[config.mk]
export PLATFORM = sky130hd
export DESIGN_NAME = fft_frame_packer
export DESIGN_NICKNAME = d
export VERILOG_FILES = /design/src/rtl/fft_frame_packer.sv
export SDC_FILE = /design/constraint.sdc
export NUM_CORES = 1
export LEC_CHECK = 0
export ABC_AREA = 1
export BUFFER_PORTS_ARGS = -buffer_cell sky130_fd_sc_hd__buf_2
export CAP_MARGIN = 20
export CORE_MARGIN = 4
export CORE_UTILIZATION = 35
export DETAILED_ROUTE_END_ITERATION = 6
export PLACE_DENSITY = 0.51
export SYNTH_ARGS = -nofsm -noshare
export SYNTH_HDL_FRONTEND = slang
export SYNTH_SLANG_ARGS = --single-unit
export TNS_END_PERCENT = 5
[constraint.sdc]
create_clock -name clk_clk -period 5.3 [get_ports clk_clk]
set_input_delay 0.795 -clock clk_clk [delete_from_list [all_inputs] [get_ports clk_clk]]
set_output_delay 0.795 -clock clk_clk [all_outputs]
set_load 0.005 [all_outputs]
[src/rtl/fft_frame_packer.sv]
// rtl/fft_frame_packer.sv - packs streamed complex samples into power-of-two FFT frames
// with zero-padding on flush, channel-mismatch tagging and an output FIFO toward the FFT sink.
module fft_frame_packer #(
  parameter int DATA_W       = 14,
  parameter int CH_W         = 2,
  parameter int LEN_LOG2_MAX = 10,
  parameter int FIFO_DEPTH   = 16
) (
  input  logic                                clk_clk,
  input  logic                                reset_reset,
  input  logic                                in_valid,
  output logic                                in_ready,
  input  logic [DATA_W-1:0]                   in_real,
  input  logic [DATA_W-1:0]                   in_imag,
  input  logic [CH_W-1:0]                     in_channel,
  input  logic                                in_flush,
  input  logic [$clog2(LEN_LOG2_MAX+1)-1:0]   cfg_len_log2,
  input  logic                                cfg_inverse,
  output logic                                out_valid,
  input  logic                                out_ready,
  output logic [2*DATA_W:0]                   out_data,
  output logic                                out_sop,
  output logic                                out_eop,
  output logic [CH_W-1:0]                     out_channel,
  output logic [1:0]                          out_error
);

  localparam int SEL_W = $clog2(LEN_LOG2_MAX + 1);
  localparam int CNT_W = (LEN_LOG2_MAX > 0) ? LEN_LOG2_MAX : 1;
  localparam int OD_W  = 2 * DATA_W + 1;
  localparam int ENT_W = OD_W + 2 + CH_W + 2;
  localparam int PTR_W = $clog2(FIFO_DEPTH);

  typedef enum logic [1:0] {IDLE, FILL, PAD} state_t;

  state_t             state, state_nxt;
  logic [CNT_W-1:0]   cnt;
  logic [SEL_W-1:0]   len_q, len_sel, cfg_len_clamped;
  logic               inv_q;
  logic [CH_W-1:0]    ch_q;
  logic               rst_done;

  logic [CNT_W:0]     len_pow, last_full;
  logic               at_last;
  logic               accept, pad_push, push, pop;

  logic               push_sop, push_inv;
  logic [CH_W-1:0]    push_ch;
  logic [1:0]         push_err;
  logic [DATA_W-1:0]  push_re, push_im;
  logic [ENT_W-1:0]   push_entry, head;

  logic [ENT_W-1:0]   mem [FIFO_DEPTH];
  logic [PTR_W-1:0]   wr_ptr, rd_ptr;
  logic [PTR_W:0]     count;
  logic               fifo_full, fifo_empty;

  // Length is taken live from cfg only on the first beat; afterwards the latched value rules.
  assign cfg_len_clamped = (cfg_len_log2 > SEL_W'(LEN_LOG2_MAX)) ? SEL_W'(LEN_LOG2_MAX) : cfg_len_log2;
  assign len_sel   = (state == IDLE) ? cfg_len_clamped : len_q;
  assign len_pow   = (CNT_W+1)'(1) << len_sel;
  assign last_full = len_pow - (CNT_W+1)'(1);
  assign at_last   = (cnt == last_full[CNT_W-1:0]);

  assign fifo_full  = (count == (PTR_W+1)'(FIFO_DEPTH));
  assign fifo_empty = (count == '0);

  // rst_done keeps in_ready low while reset is held and for no longer than one edge after.
  assign in_ready = rst_done && (state != PAD) && !fifo_full;
  assign accept   = in_valid && in_ready;
  assign pad_push = (state == PAD) && !fifo_full;
  assign push     = accept || pad_push;
  assign pop      = !fifo_empty && out_ready;

  always_comb begin
    state_nxt = state;
    push_sop  = 1'b0;
    push_err  = 2'b00;
    push_ch   = ch_q;
    push_inv  = inv_q;
    push_re   = '0;
    push_im   = '0;
    case (state)
      IDLE: begin
        push_sop = 1'b1;
        push_ch  = in_channel;
        push_inv = cfg_inverse;
        push_re  = in_real;
        push_im  = in_imag;
        if (accept && !at_last) state_nxt = FILL;
      end
      FILL: begin
        push_re     = in_real;
        push_im     = in_imag;
        push_err[0] = (in_channel != ch_q);
        if (accept && at_last) state_nxt = IDLE;
        else if (in_flush)     state_nxt = PAD;
      end
      PAD: begin
        push_err[1] = 1'b1;
        if (pad_push && at_last) state_nxt = IDLE;
      end
      default: state_nxt = IDLE;
    endcase
  end

  assign push_entry = {push_inv, push_im, push_re, push_sop, at_last, push_ch, push_err};

  always_ff @(posedge clk_clk or posedge reset_reset) begin
    if (reset_reset) begin
      state    <= IDLE;
      cnt      <= '0;
      len_q    <= '0;
      inv_q    <= 1'b0;
      ch_q     <= '0;
      rst_done <= 1'b0;
    end else begin
      rst_done <= 1'b1;
      state    <= state_nxt;
      if (push) cnt <= at_last ? '0 : cnt + CNT_W'(1);
      if (accept && (state == IDLE)) begin
        len_q <= cfg_len_clamped;
        inv_q <= cfg_inverse;
        ch_q  <= in_channel;
      end
    end
  end

  always_ff @(posedge clk_clk) begin
    if (push) mem[wr_ptr] <= push_entry;
  end

  always_ff @(posedge clk_clk or posedge reset_reset) begin
    if (reset_reset) begin
      wr_ptr <= '0;
      rd_ptr <= '0;
      count  <= '0;
    end else begin
      if (push) wr_ptr <= wr_ptr + PTR_W'(1);
      if (pop)  rd_ptr <= rd_ptr + PTR_W'(1);
      case ({push, pop})
        2'b10:   count <= count + (PTR_W+1)'(1);
        2'b01:   count <= count - (PTR_W+1)'(1);
        default: count <= count;
      endcase
    end
  end

  // Zero the head when empty so stale storage never leaks onto the outputs.
  assign out_valid = !fifo_empty;
  assign head      = out_valid ? mem[rd_ptr] : '0;
  assign {out_data, out_sop, out_eop, out_channel, out_error} = head;

endmodule

==> implementation parameters <==
Parameter                              Value

Clock network
  Clock latency on the worst-skew pair ... 0.60 ns
  Clock Tree Root ... sky130_fd_sc_hd__clkbuf_16
  TritonCTS clock tree ... built
  Clk sinks ... around 590
  Hold-fix buffers, CTS ... 0
  Buffer levels on the longest clock path ... 3
  Total clock buffers created by CTS ... between 60 and 70
  Post-CTS setup buffer count ... 0
  Quantity of gates resized following cts ... 0
  H-Tree Level Count ... 3
  Register clock-pin slew on the reported worst setup and hold paths ... around 0.060 ns

Routing
  Mean routed wirelength per cell ... roughly 22 µm
  DR vias ... about 16k
  DRC Markers ... 0
  Post-route ant nets ... 0
  Via density ... ~5.3
  DR pass1 iterations ... 5
  DRT Wirelength ... approximately 65 mm
  1st-iter DRT viols ... ~1.4k

Layout
  Leading cell types in the layout, fill and taps excluded ... sky130_fd_sc_hd__edfxtp_1, sky130_fd_sc_hd__nor2_1, sky130_fd_sc_hd__o21ai_0
  Area Growth Syn to Fin ... 14.9%
  Count of inserted antenna diode cells ... 0
  Fraction of layout instances using a drive strength above 1 ... 0.123
  Post-layout nets ... just over 2k
  Non-filler instance count after layout ... 2,992
  Most common cell after layout, fill and taps aside ... sky130_fd_sc_hd__edfxtp_1

Yosys
  Mean instance size in the synthesized netlist ... 12.5 µm²
  Number of synthesized flops with an enable pin ... between 500 and 600
  Proportion of synthesized area in mux cells ... 0
  Post-synthesis instance total ... 1,943
  Fraction of synthesis flops using an asynchronous set or reset pin ... 0.0556
  Post-synthesis xor/xnor area fraction ... 0.00615
  Area contributors post-synth ... sky130_fd_sc_hd__edfxtp_1, sky130_fd_sc_hd__o21ai_0, sky130_fd_sc_hd__nor2_1
  Cell type with the highest aggregate area in the netlist ... sky130_fd_sc_hd__edfxtp_1
  Synth Net Count ... approximately 2.0k
  Compound-Gate Fraction of Synth Area ... 0.122
  Post-synthesis share of cell area spent on and, or, nand and nor gates ... 0.103
  Adder-cell share of the synthesized area ... 0.00652
  Dominant synthesized flop cell ... sky130_fd_sc_hd__edfxtp_1
  Sequential area share after synthesis ... 0.729
  Area fraction of the dominant cell type after synthesis ... 0.695
  Total of flip-flops plus latches after synthesis ... roughly 590
  Synth cell types ... 38
  Synthesis warning total ... 0
  Combinational family with the most area after synthesis ... compound AO/OA/AOI/OAI gates
  Post-synthesis cell area ... 24,200 µm²

STA
  Post-route minimum period ... ~4.5 ns
  Maximum clock frequency ... 225 MHz
  Slew at the pin closest to its max-slew limit ... approximately 1.1 ns
  Final-report max-slew violation count ... 0
  Hold violation total from the final report ... 0
  Setup Viol. Count Final ... 0
  Unrepaired setup endpoints after global routing ... false
  Worst slew margin relative to its limit ... 0.243
  Ratio of final minimum period to clock period ... 0.840
  Maximum clock skew at final layout ... between 0.015 and 0.02 ns
  Setup tns final ... 0 ns

Setup path
  Critical path's top delay family ... buffers and inverters
  Worst EP required ... 4.51 ns
  Critical Setup Path Class ... flop to primary output
  Sort of element at the start of the critical path ... flop
  Endpoint type of the worst setup path ... primary output
  Reg-to-reg startpoint ... state[1]$_DFFE_PP0P_
  Max incr delay on CP ... 0.91 ns
  Critical-path cell list ... buf_4 > o21ai_0 > o22ai_1 > nor2_1 > nor2_1 > o21ai_0 > a21oi_1 > buf_2
  Bufs and invs on worst path ... 2
  Critical path launch point ... rd_ptr[1]$_DFFE_PP0P_
  Max stage delay cell, worst path ... sky130_fd_sc_hd__buf_4
  Data arrival time of the worst path ... 3.66 ns
  Critical path fanouts, max ... between 90 and 100

Global routing
  Largest net degree at the start of global routing ... 176
  Initial antenna violation count ... 2
  Peak-usage layer in the global routing report ... met2
  Vias in the first global route ... approximately 16k
  Routing usage on met3 ... 0.0272
  Global routing usage on met2 ... 0.282
  Global routing met1 resource utilization ... 0.250
  All-layer global routing usage ... 0.175
  Wire length of the first global-routing pass ... roughly 100 mm
  Overflow left after global routing ... 0

Floorplanning
  Floorplan die area ... between 70,000 and 80,000 µm²
  Floorplan Core Area ... slightly below 70,000 µm²
  Die width ... about 270 µm
  Die H ... between 200 and 300 µm
  Site Rows ... 96
  Initial Util ... 0.353
  Top-level port count ... between 70 and 80

Power
  Standby leakage power ... between 9 and 10 nW
  PD cells ... a little under 600 nW/µm²
  Maximum vdd drop ... ~0.40 mV

Place
  Estimated wirelength of the detail-placed design ... 34.0 mm
  Cell total after placement ... between 2k and 3k
  Last weighted congestion value of the routability-driven placer ... about 0.80
  Port buffer count ... 76

Min path
  Class of the tightest hold or removal check ... input pin to async pin

Flow run
  Max-cap violations ... 0

Status
  Status ... complete, no violations
==> area by class of cell <==
cell class                      instances  area, µm²
Clock inverter                         39        320
Timing Repair Buffer                  120        733
Tap cell                              931       1160
Sequential cell                       593      17700
Inverter                               88        343
Clock buffer                           82       1730
Fill cell                            6448      40800
Multi-Input combinational cell       1139       5860
==> worst reg2reg max path: stages, from the launching register on <==
cell,delay (ns)
sky130_fd_sc_hd__dfrtp_2,0.40
sky130_fd_sc_hd__buf_4,0.29
sky130_fd_sc_hd__nor2_2,0.40
sky130_fd_sc_hd__nand2_1,0.11
sky130_fd_sc_hd__nand2_2,0.17
sky130_fd_sc_hd__nand2_2,0.12
sky130_fd_sc_hd__nor2_2,0.14
sky130_fd_sc_hd__nand2_1,0.09
sky130_fd_sc_hd__ha_1,0.31
sky130_fd_sc_hd__xor2_1,0.28
sky130_fd_sc_hd__inv_1,0.09
sky130_fd_sc_hd__nand2_1,0.07
sky130_fd_sc_hd__nand2_1,0.04
sky130_fd_sc_hd__nor2_1,0.10
sky130_fd_sc_hd__nand3_1,0.09
sky130_fd_sc_hd__nor2_2,0.15
sky130_fd_sc_hd__and2_4,0.30
sky130_fd_sc_hd__nand2_4,0.12
sky130_fd_sc_hd__nand3_1,0.11
sky130_fd_sc_hd__inv_1,0.04
==> state kept, by name (all words and copies together) (netlist names) <==
signal and cells:
mem 560, cnt 10, count 5, len_q 4, rd_ptr 4, wr_ptr 4
ch_q 2, state 2, inv_q 1, rst_done 1
==> where the power goes <==
part	switching, W	total, W	internal, W
Clock	0.00188	0.00434	0.00246
Sequential	0.000242	0.00619	0.00595
Combinational	0.00404	0.00567	0.00162
==> per-layer routing <==
metal	wire, µm	up-vias
met5	0	-
li1	-	7267
met1	30100	7981
met4	1350	0
met2	30500	427
met3	3160	107
==> synthesized netlist by cell type, drive strengths merged, types with 2 or more instances <==
| cell type | n |
|---|---|
| edfxtp | 560 |
| nor2 | 385 |
| o21ai | 314 |
| nand2 | 123 |
| o221ai | 106 |
| clkbuf | 103 |
| inv | 87 |
| nand3 | 84 |
| a21oi | 38 |
| o22ai | 35 |
| dfrtp | 33 |
| buf | 20 |
| xor2 | 14 |
| ha | 11 |
| nand4 | 7 |
| nor3 | 4 |
| or2 | 3 |
| xnor2 | 3 |
| and2 | 2 |
| nand3b | 2 |
| nor4 | 2 |
==> cell families after synthesis <==
| family | Yosys count |
|---|---|
| AO/OA/AOI/OAI | 497 |
| XOR/XNOR | 17 |
| buffers and inverters | 211 |
| other | 1 |
| AND/OR/NAND/NOR | 612 |
| flip-flops | 593 |
| adder cells (fa/ha/maj) | 12 |
==> worst paths after layout <==
path	end	slack (ns)	cells past startpoint
setup / recovery	out_error[0]	0.85	8
hold / removal	count[0]$_DFFE_PP0P_	0.30	3
setup reg to reg	cnt[8]$_DFFE_PP0P_	1.76	19
hold reg to reg	count[4]$_DFFE_PP0P_	0.50	1
max in group asynchronous	rd_ptr[0]$_DFFE_PP0P_	4.63	3
min in group clk_clk	inv_q$_DFFE_PP0P_	0.45	3
==> through the flow <==
step                 util  setup slack [ns]  hold slack, ns  power [W]  area [µm²]
floorplan               -              1.08           0.463    0.00979       24200
global placement    0.375              1.35           0.481     0.0119       25700
detailed placement  0.375              1.45           0.489     0.0120       25700
CTS                 0.405             0.790           0.288     0.0163       27800
global route        0.405             0.540           0.347     0.0172       27800
finish              0.405             0.849           0.303     0.0162       27800
Note: power is estimated with default switching activity, not from simulation.
